`config.mk`:
```
export PLATFORM = sky130hd
export DESIGN_NAME = wave_rom_reader
export DESIGN_NICKNAME = d
export VERILOG_FILES = /design/src/rtl/wave_gen_pkg.sv /design/src/rtl/wave_amp_scale.sv /design/src/rtl/wave_rom_reader.sv
export SDC_FILE = /design/constraint.sdc
export NUM_CORES = 1
export LEC_CHECK = 0
export CORE_MARGIN = 8
export CORE_UTILIZATION = 60
export CTS_BUF_LIST = sky130_fd_sc_hd__clkbuf_4 sky130_fd_sc_hd__clkbuf_8
export CTS_CLUSTER_DIAMETER = 60
export DETAILED_ROUTE_END_ITERATION = 12
export PLACE_DENSITY = 0.8
export RECOVER_POWER = 25
export SYNTH_ARGS = -nofsm -noshare
export SYNTH_HDL_FRONTEND = slang
export SYNTH_SLANG_ARGS = --single-unit
```
`constraint.sdc`:
```
create_clock -name clk -period 5.75 [get_ports clk]
set_input_delay 1.15 -clock clk [delete_from_list [all_inputs] [get_ports clk]]
set_output_delay 1.15 -clock clk [all_outputs]
set_load 0.02 [all_outputs]
```
`src/rtl/wave_gen_pkg.sv`:
```
// rtl/wave_gen_pkg.sv - shared state type and constants for the waveform ROM reader
package wave_gen_pkg;
  typedef enum logic [1:0] {IDLE, RUN, DRAIN} wave_state_t;

  localparam int         DEF_ADDR_WIDTH  = 10;
  localparam int         DEF_PHASE_WIDTH = 32;
  localparam logic [7:0] DAC_MIDSCALE    = 8'h80;
  localparam logic [8:0] AMP_UNITY       = 9'd256;
endpackage

```
`src/rtl/wave_amp_scale.sv`:
```
// rtl/wave_amp_scale.sv - combinational gain about midscale with saturation to the DAC range
module wave_amp_scale
  import wave_gen_pkg::*;
#(
  parameter int                    DATA_WIDTH = 8,
  parameter logic [DATA_WIDTH-1:0] MIDSCALE   = DAC_MIDSCALE
) (
  input  logic [DATA_WIDTH-1:0] sample,
  input  logic [8:0]            amp,
  output logic [DATA_WIDTH-1:0] scaled
);
  localparam int PW = DATA_WIDTH + 10;
  localparam logic signed [PW-1:0] MAX_CODE = PW'((1 << DATA_WIDTH) - 1);
  localparam logic signed [PW-1:0] MID_EXT  = PW'(MIDSCALE);

  logic signed [DATA_WIDTH:0] centered;
  logic        [9:0]          gain;
  logic signed [PW-1:0]       prod;
  logic signed [PW-1:0]       level;

  always_comb begin
    centered = $signed({1'b0, sample}) - $signed({1'b0, MIDSCALE});
    gain     = (amp > AMP_UNITY) ? {1'b0, AMP_UNITY} : {1'b0, amp};
    prod     = PW'(centered) * $signed(PW'(gain));
    // Arithmetic shift floors toward minus infinity, keeping negative swings symmetric-biased low
    level    = (prod >>> 8) + MID_EXT;
    if (level[PW-1])
      scaled = '0;
    else if (level > MAX_CODE)
      scaled = '1;
    else
      scaled = level[DATA_WIDTH-1:0];
  end
endmodule

```
`src/rtl/wave_rom_reader.sv`:
```
// rtl/wave_rom_reader.sv - DDS phase accumulator driving a waveform ROM and the AD9708 DAC bus
module wave_rom_reader
  import wave_gen_pkg::*;
#(
  parameter int                    ADDR_WIDTH  = DEF_ADDR_WIDTH,
  parameter int                    DATA_WIDTH  = 8,
  parameter int                    PHASE_WIDTH = DEF_PHASE_WIDTH,
  parameter int                    ROM_LATENCY = 1,
  parameter logic [DATA_WIDTH-1:0] MIDSCALE    = DAC_MIDSCALE
) (
  input  logic                   clk,
  input  logic                   rst,
  input  logic                   start,
  input  logic                   stop,
  input  logic [PHASE_WIDTH-1:0] ftw,
  input  logic                   ftw_load,
  input  logic [ADDR_WIDTH-1:0]  phase_ofs,
  input  logic [8:0]             amp,
  output logic [ADDR_WIDTH-1:0]  rom_addr,
  output logic                   rom_clk_en,
  input  logic [DATA_WIDTH-1:0]  rom_rd_data,
  output logic [DATA_WIDTH-1:0]  dac_data,
  output logic                   dac_valid,
  output logic                   busy,
  output logic                   period_tick
);
  localparam logic [1:0] LAT_LAST = 2'(ROM_LATENCY);

  wave_state_t            state, state_n;
  logic [PHASE_WIDTH-1:0] phase, phase_n, inc;
  logic [ADDR_WIDTH-1:0]  ofs, ofs_n, addr_n;
  logic                   issue, issue_n, wrap, wrap_n, flushing, flush_n;
  logic [1:0]             cnt, cnt_n;
  logic [PHASE_WIDTH:0]   sum;
  logic [ADDR_WIDTH-1:0]  sum_addr;
  logic [ROM_LATENCY-1:0] v_pipe, t_pipe;
  logic [DATA_WIDTH-1:0]  scaled;

  assign sum        = {1'b0, phase} + {1'b0, inc};
  assign sum_addr   = sum[PHASE_WIDTH-1 -: ADDR_WIDTH] + ofs;
  assign busy       = (state != IDLE);
  assign rom_clk_en = busy;

  always_ff @(posedge clk or posedge rst) begin
    if (rst) begin
      state    <= IDLE;
      phase    <= '0;
      inc      <= '0;
      ofs      <= '0;
      rom_addr <= '0;
      issue    <= 1'b0;
      wrap     <= 1'b0;
      flushing <= 1'b0;
      cnt      <= '0;
    end else begin
      state    <= state_n;
      phase    <= phase_n;
      ofs      <= ofs_n;
      rom_addr <= addr_n;
      issue    <= issue_n;
      wrap     <= wrap_n;
      flushing <= flush_n;
      cnt      <= cnt_n;
      if (ftw_load)
        inc <= ftw;
    end
  end

  always_comb begin
    state_n = state;
    phase_n = phase;
    ofs_n   = ofs;
    addr_n  = rom_addr;
    issue_n = 1'b0;
    wrap_n  = 1'b0;
    flush_n = flushing;
    cnt_n   = cnt;
    case (state)
      IDLE: begin
        if (start) begin
          state_n = RUN;
          phase_n = '0;
          ofs_n   = phase_ofs;
          addr_n  = phase_ofs;
          issue_n = 1'b1;
          wrap_n  = 1'b1;
          flush_n = 1'b0;
          cnt_n   = '0;
        end
      end
      RUN: begin
        phase_n = sum[PHASE_WIDTH-1:0];
        addr_n  = sum_addr;
        issue_n = 1'b1;
        wrap_n  = sum[PHASE_WIDTH];
        if (stop)
          state_n = DRAIN;
      end
      DRAIN: begin
        // The wrapped address is never issued; only in-flight reads are allowed to land
        if (!flushing) begin
          if (sum[PHASE_WIDTH]) begin
            flush_n = 1'b1;
            cnt_n   = '0;
          end else begin
            phase_n = sum[PHASE_WIDTH-1:0];
            addr_n  = sum_addr;
            issue_n = 1'b1;
          end
        end else if (cnt == LAT_LAST) begin
          state_n = IDLE;
          flush_n = 1'b0;
        end else begin
          cnt_n = cnt + 2'd1;
        end
      end
      default: state_n = IDLE;
    endcase
  end

  wave_amp_scale #(
    .DATA_WIDTH(DATA_WIDTH),
    .MIDSCALE  (MIDSCALE)
  ) u_scale (
    .sample(rom_rd_data),
    .amp   (amp),
    .scaled(scaled)
  );

  always_ff @(posedge clk or posedge rst) begin
    if (rst) begin
      v_pipe      <= '0;
      t_pipe      <= '0;
      dac_data    <= MIDSCALE;
      dac_valid   <= 1'b0;
      period_tick <= 1'b0;
    end else begin
      v_pipe[0] <= issue;
      t_pipe[0] <= issue & wrap;
      for (int i = 1; i < ROM_LATENCY; i++) begin
        v_pipe[i] <= v_pipe[i-1];
        t_pipe[i] <= t_pipe[i-1];
      end
      dac_valid   <= v_pipe[ROM_LATENCY-1];
      period_tick <= t_pipe[ROM_LATENCY-1];
      dac_data    <= v_pipe[ROM_LATENCY-1] ? scaled : MIDSCALE;
    end
  end
endmodule
```
# After elaboration in Yosys (flattened, before gate mapping)
# Index checks and enable logic that the tools add are counted.
[word_totals]
register_bits = 103
input_bits = 64
elab_cells = 75
[classes]
n_addsub = 5
multipliers = 1
n_lt_le_gt_ge = 2
eq_ne = 11
n_mux = 32
bitwise = 1
n_reduce_logical = 9
[ops]
columns = ["cell", "count"]
rows = [
  ["$mux W32", 3],
  ["$pmux W32 S3", 1],
  ["$add A32 B32 Y33", 1],
  ["$mux W10", 3],
  ["$pmux W10 S3", 1],
  ["$mux W8", 3],
  ["$gt A18 B9 Y1 const B", 1],
  ["$mul A9 B10 Y18", 1],
  ["$mux W2", 8],
  ["$ne A2 B2 Y1 const B", 6],
  ["$reduce_and A4 Y1", 3],
  ["$add A10 B9 Y11 const B", 1],
  ["$add A10 B10 Y10", 1],
  ["$gt A9 B9 Y1 const B", 1],
  ["$mux W9", 1],
  ["$sub A8 B8 Y9 const B", 1],
  ["$mux W1", 7],
  ["$ne A3 B3 Y1 const B", 2],
  ["$pmux W2 S3", 1],
  ["$eq A2 B1 Y1 const B", 2],
  ["$pmux W1 S2", 2],
  ["$pmux W2 S2", 1],
  ["$reduce_and A2 Y1", 2],
  ["$reduce_bool A2 Y1", 2],
  ["6 further kinds", 6],
]

# Depth between registers and ports, before layout
[depth]
ltp_word = 8
ltp_mapped = 23

# Hierarchy
# A second synthesis with hierarchy kept.
[unflattened]
hier_cells = 969
area_unflattened_um2 = 9318.9
[by_module_without_submodules]
columns = ["module", "n_inst", "cells_per_inst", "area_per_inst_um2"]
rows = [
  ["wave_rom_reader", 1, 637, 6373.6],
  ["wave_amp_scale", 1, 332, 2945.3],
]

# Worst setup path before layout
# Ideal clock, no wire load.
[synth_path]
kind = "input -> register"
startpoint = "in rom_rd_data[7]"
endpoint = "reg dac_data[6]"
setup_ps = 73
t_arrival_ps = 6283
required_ps = 5677
setup_slack_ps = -606
stages = 20
n_path_buf = 1
path_cell_list = "clkbuf_1 -> or2_2 -> fa_1 -> fa_1 -> inv_1 -> fa_1 -> fa_1 -> inv_1 -> fa_1 -> inv_1 -> ha_1 -> nand2_1 -> nor4_1 -> o21ai_0 -> a211oi_1 -> or3_1 -> xor2_1 -> a21oi_1 -> nor2b_1 -> nor2b_1"
[synth_between]
elab_chain_len = 7
[synth_lines]
columns = ["element", "line_no", "text"]
rows = [
  ["start: declaration", "wave_rom_reader.sv:21", "input logic [DATA_WIDTH-1:0] rom_rd_data,"],
  ["$sub A8 B8 Y9 (*)", "wave_amp_scale.sv:22", "centered = $signed({1'b0, sample}) - $signed({1'b0, MIDSCALE});"],
  ["$mul A9 B10 Y18 (*)", "wave_amp_scale.sv:24", "prod = PW'(centered) * $signed(PW'(gain));"],
  ["$add A10 B9 Y11 (*)", "wave_amp_scale.sv:26", "level = (prod >>> 8) + MID_EXT;"],
  ["$gt A18 B9 Y1", "wave_amp_scale.sv:29", "else if (level > MAX_CODE)"],
  ["$mux W8", "wave_amp_scale.sv:29", ""],
  ["$mux W8 (*)", "wave_amp_scale.sv:27", "if (level[PW-1])"],
  ["$mux W8 (*)", "wave_rom_reader.sv:146", "dac_data <= v_pipe[ROM_LATENCY-1] ? scaled : MIDSCALE;"],
  ["end signal: assignment", "wave_rom_reader.sv:146", ""],
  ["end: declaration", "wave_rom_reader.sv:22", "output logic [DATA_WIDTH-1:0] dac_data,"],
]
# Every way passes the cells marked *; elsewhere a longest branch is shown, timed or not.
# A chain may end at the register's enable or synchronous reset.

# Final worst setup path
[layout_path]
startpoint = "in amp[1]"
endpoint = "reg dac_data[4]"
[layout_between]
elab_chain_len = 8
[layout_lines]
columns = ["element", "line_no", "text"]
rows = [
  ["start: declaration", "wave_rom_reader.sv:18", "input logic [8:0] amp,"],
  ["$gt A9 B9 Y1", "wave_amp_scale.sv:23", "gain = (amp > AMP_UNITY) ? {1'b0, AMP_UNITY} : {1'b0, amp};"],
  ["$mux W9 (*)", "wave_amp_scale.sv:23", ""],
  ["$mul A9 B10 Y18 (*)", "wave_amp_scale.sv:24", ""],
  ["$add A10 B9 Y11 (*)", "wave_amp_scale.sv:26", ""],
  ["$gt A18 B9 Y1", "wave_amp_scale.sv:29", ""],
  ["$mux W8", "wave_amp_scale.sv:29", ""],
  ["$mux W8 (*)", "wave_amp_scale.sv:27", ""],
  ["$mux W8 (*)", "wave_rom_reader.sv:146", ""],
]
# Marked as above.

==> impl.org <==
** Synthesis
- Synthesis handed over a netlist of 892 instances.
- In the synthesized netlist the async set-or-reset flop fraction comes to 100.0%.
- In this run, distinct cell masters in the synthesized netlist total 63.
- In this run, synthesis produced a sequential element count of 103.
- Dominant synthesized flop cell :: sky130_fd_sc_hd__dfrtp_1
- Count of flip-flops with a built-in enable after synthesis :: 0
- Of the synthesized area, sequential elements account for 29.60%.
- Mean Syn Cell Area :: 9.768 µm²
- Total of warnings raised by yosys :: 0
- Synthesis produced a netlist with a net count of 1100.
- Cell area after synthesis :: 8713 µm²

** Worst setup path
- STA puts the critical path data required time at 6000 ps.
- Critical Path End Type :: flip-flop
- Maximum fanout along the worst path :: 6
- Critical setup path kind :: input pin to flip-flop
- CP Data Arrival Time :: 6030 ps
- Counting stages on the worst path, the most repeated cell is sky130_fd_sc_hd__fa_1.
- The worst setup path is launched from an input pin.
- The largest individual stage delay along the critical path comes from the cell sky130_fd_sc_hd__fa_1.
- The kind of cell with the highest combined delay along the critical path is adder cells.
- Count of buffer and inverter cells on the critical path :: 4
- Largest stage delay on the critical path :: 580 ps
- The critical path goes through dlygate4sd2_1, nor2b_2, and2_1, fa_2, fa_1, inv_2, fa_1, inv_1, fa_1, ha_1, ha_1, a21o_1, a21o_1, o21ai_2, a211oi_2, or3_4, xor2_1, a21oi_1, nor2b_2, buf_6, o21a_1.

** STA
- Setup violations remaining at the end of the flow were counted as 7.
- Final period demand of the worst path :: 5778 ps
- In the post-route analysis, the smallest setup slack over all paths is -27.72 ps.
- Setup repair after global routing could not meet its margin everywhere.
- Slew at the pin with the worst max-slew slack :: 2490 ps
- Final max-slew violation count :: 57
- Skew final :: 13.92 ps
- Achievable clock frequency :: 0.1731 GHz
- The worst pin sits at a relative slew slack of -66.92%.
- Fin crit share :: 100.5%
- The final-report hold violation count came to 0.

** Clock network
- After clock tree synthesis, the clock-pin slew on the worst setup and hold paths is 100 ps.
- Cts bufs inserted :: 9
- Clock latency on the worst-skew pair, taken at its later pin, is 370 ps.
- TritonCTS built the clock tree.
- CTS sink cnt :: 103
- Level count of the clock H-tree :: 3
- After clock tree synthesis, the flow added hold-fix buffers numbering 0.
- Clock tree synthesis selected as its root buffer the cell sky130_fd_sc_hd__clkbuf_8.
- The clock passes through at most 2 buffers.

** Power and ir drop
- Pleak :: 5.049 nW
- Dividing total power by cell area gives a power density of 439.1 nW/µm².
- The worst-case IR drop observed on VDD is 0.3829 mV.

** Placed design
- OpenSTA, run right after detailed placement, puts the worst setup slack at -1125 ps.
- The wire-length estimate of the detail-placed layout is 15250 µm.
- Buffers placed on the I/O ports in this run total 85.
- In this run the cell area measured after placement is 10150 µm².
- Final GP Congestion :: 0.8956

** Die
- In this run the standard cell core region covers 14370 µm².
- Row generation in the floorplan step produced 44 rows.
- In this run the horizontal extent of the chip is 136.5 µm.
- Measured along the y axis, the die boundary spans 136.5 µm.
- Initial standard-cell utilization of the core :: 60.64%
- Area of the die :: 18640 µm²
- In this run the count of I/O pins placed on the die edge is 86.

** Global route
- The initial antenna violation count was 0.
- The first global-routing pass estimated 34020 µm of wire.
- The number of global-route vias before repair came to 7187.
- Grt ovf :: 0
- Largest net degree at the start of global routing :: 57
- For this run, the total global-route usage over all layers was measured as 22.45%.

** Run status
- The checks that failed: max-capacitance violations, max-slew violations, negative setup slack.
- Run status :: complete, but fails checks

** Layout
- Fraction of layout cells with a size suffix above 1 :: 18.48%
- 0 antenna diodes ended up in the layout.
- From synthesis to final layout, the design area changed by 20.43%.
- The finished cells cover 10490 µm².
- The net count of the finished layout is 1226.

** Worst hold path
- The path class of the tightest hold or removal check is flip-flop to flip-flop.

** Detailed routing
- Overall via count from detail_route :: 6926
- Detailed-route wire length :: 19920 µm
- In the routed design, unresolved DRC markers number 0.
- After detailed routing, the average wire length per cell comes to 16.50 µm.
- Average vias per placed instance :: 5.738
- Remaining antenna violation count :: 0
- DRC violation total after the first TritonRoute iteration :: 278
- The pre-antenna-repair detailed-routing pass consisted of 5 iterations.

** Flow run
- Across the run, the number of max-cap violations was 1.
-- worst paths after layout --
kind / start / end / slack [ps] / cells after the start
setup / recovery: amp[1] / dac_data[4] / -30 / 21
hold / removal: t_pipe / period_tick / 360 / 0
setup reg to reg: phase[0] / rom_addr[9] / 940 / 20
hold reg to reg: t_pipe / period_tick / 360 / 0
max in group asynchronous: rst / inc[6] / 2350 / 3
min in group asynchronous: rst / period_tick / 1910 / 2
-- flip-flops by register name (all words and copies together) (netlist names), 2 cells and up --
register	cells
inc	32
phase	32
state	2
cnt	2
dac_data	8
ofs	10
rom_addr	10
-- synth_stat cells (16+ instances only) --
master	number	area share, %
sky130_fd_sc_hd__dfrtp_1	102	29
sky130_fd_sc_hd__ha_1	93	13
sky130_fd_sc_hd__inv_1	93	4.0
sky130_fd_sc_hd__nand2_1	75	3.2
sky130_fd_sc_hd__a21oi_1	54	3.1
sky130_fd_sc_hd__fa_1	51	12
sky130_fd_sc_hd__mux2_2	50	6.5
sky130_fd_sc_hd__o21ai_0	38	2.2
sky130_fd_sc_hd__xnor2_1	33	3.3
sky130_fd_sc_hd__nor2_1	32	1.4
sky130_fd_sc_hd__and2_1	30	2.2
sky130_fd_sc_hd__clkbuf_1	22	0.95
sky130_fd_sc_hd__a21o_1	19	1.6
sky130_fd_sc_hd__nor2b_1	19	1.4
sky130_fd_sc_hd__nand4_1	16	1.1
-- layout by cell type (no fill, tap or decap), drive strengths merged, types with 4 or more instances in the layout --
master,instances
dfrtp,102
a21oi,56
nand2b,5
clkbuf,14
nand3,13
o21a,13
xor2,13
clkdlybuf4s15,5
nand2,75
mux2i,6
a21boi,12
and3,4
and2,30
a31o,9
o21bai,6
nor2,33
a211oi,11
nor3,9
xnor2,33
o21ai,40
o2bb2ai,5
clkdlybuf4s50,67
nand4,16
nor4,4
o211ai,7
dlygate4sd2,8
buf,64
a21o,19
a31oi,4
nor2b,19
fa,51
ha,93
mux2,51
inv,92
-- final cells by class --
type | count | area (µm²)
repair buffers | 146 | 1336
flip-flops and latches | 103 | 2579
clock buffers | 13 | 166.4
fillers | 1056 | 3875
clock inverters | 3 | 17.52
multi-input cells | 665 | 5814
inverters | 93 | 350.3
well taps | 184 | 230.2
-- report_power, final --
group | total, mW | switching (mW) | internal [mW] | leakage, nW
clock network | 0.425 | 0.236 | 0.190 | 0.0963
logic | 3.08 | 1.64 | 1.44 | 3.68
registers | 1.10 | 0.138 | 0.967 | 1.27
total | 4.61 | 2.01 | 2.60 | 5.05
-- cells by family (layout without fill, tap and decap cells) --
group	count (synthesis)	in the layout	synth area share, %
AND/OR/NAND/NOR	220	220	12.56
AO/OA/AOI/OAI	198	198	15.21
adder cells (fa/ha/maj)	144	144	25.07
buffers and inverters	124	255	5.615
flip-flops	103	103	29.60
multiplexers	57	57	7.323
XOR/XNOR	46	46	4.624
-- repair_timing --
item / 4_1_cts / 5_1_grt
buffers inserted: 5 / 2
setup endpoints to repair: 8 / 8
resized for setup: 74 / 3
pin swaps: 28 / 3
-- stage by stage --
step	util (%)	TNS [ps]	instances	power [mW]	hold slack [ps]
CTS	72.90	-38.75	1205	4.611	359.0
detailed placement	70.62	-8481	1184	4.128	337.1
global route	73.03	-1387	1207	5.028	367.9
global placement	70.62	-7919	1184	4.034	334.3
finish	73.03	-118.4	1207	4.608	355.9
floorplan	-	-1001	892	3.321	331.2
-- per-layer routing --
layer / vias to the layer above / part of all wire [%] / track usage, %
met1: 3411 / 43 / 27.89
met5: - / 0 / 0
met2: 152 / 51 / 39.34
met4: 0 / 1.8 / 6.833
met3: 28 / 4.3 / 3.488
li1: 3335 / - / -
Power figures use the tool's default switching activity.
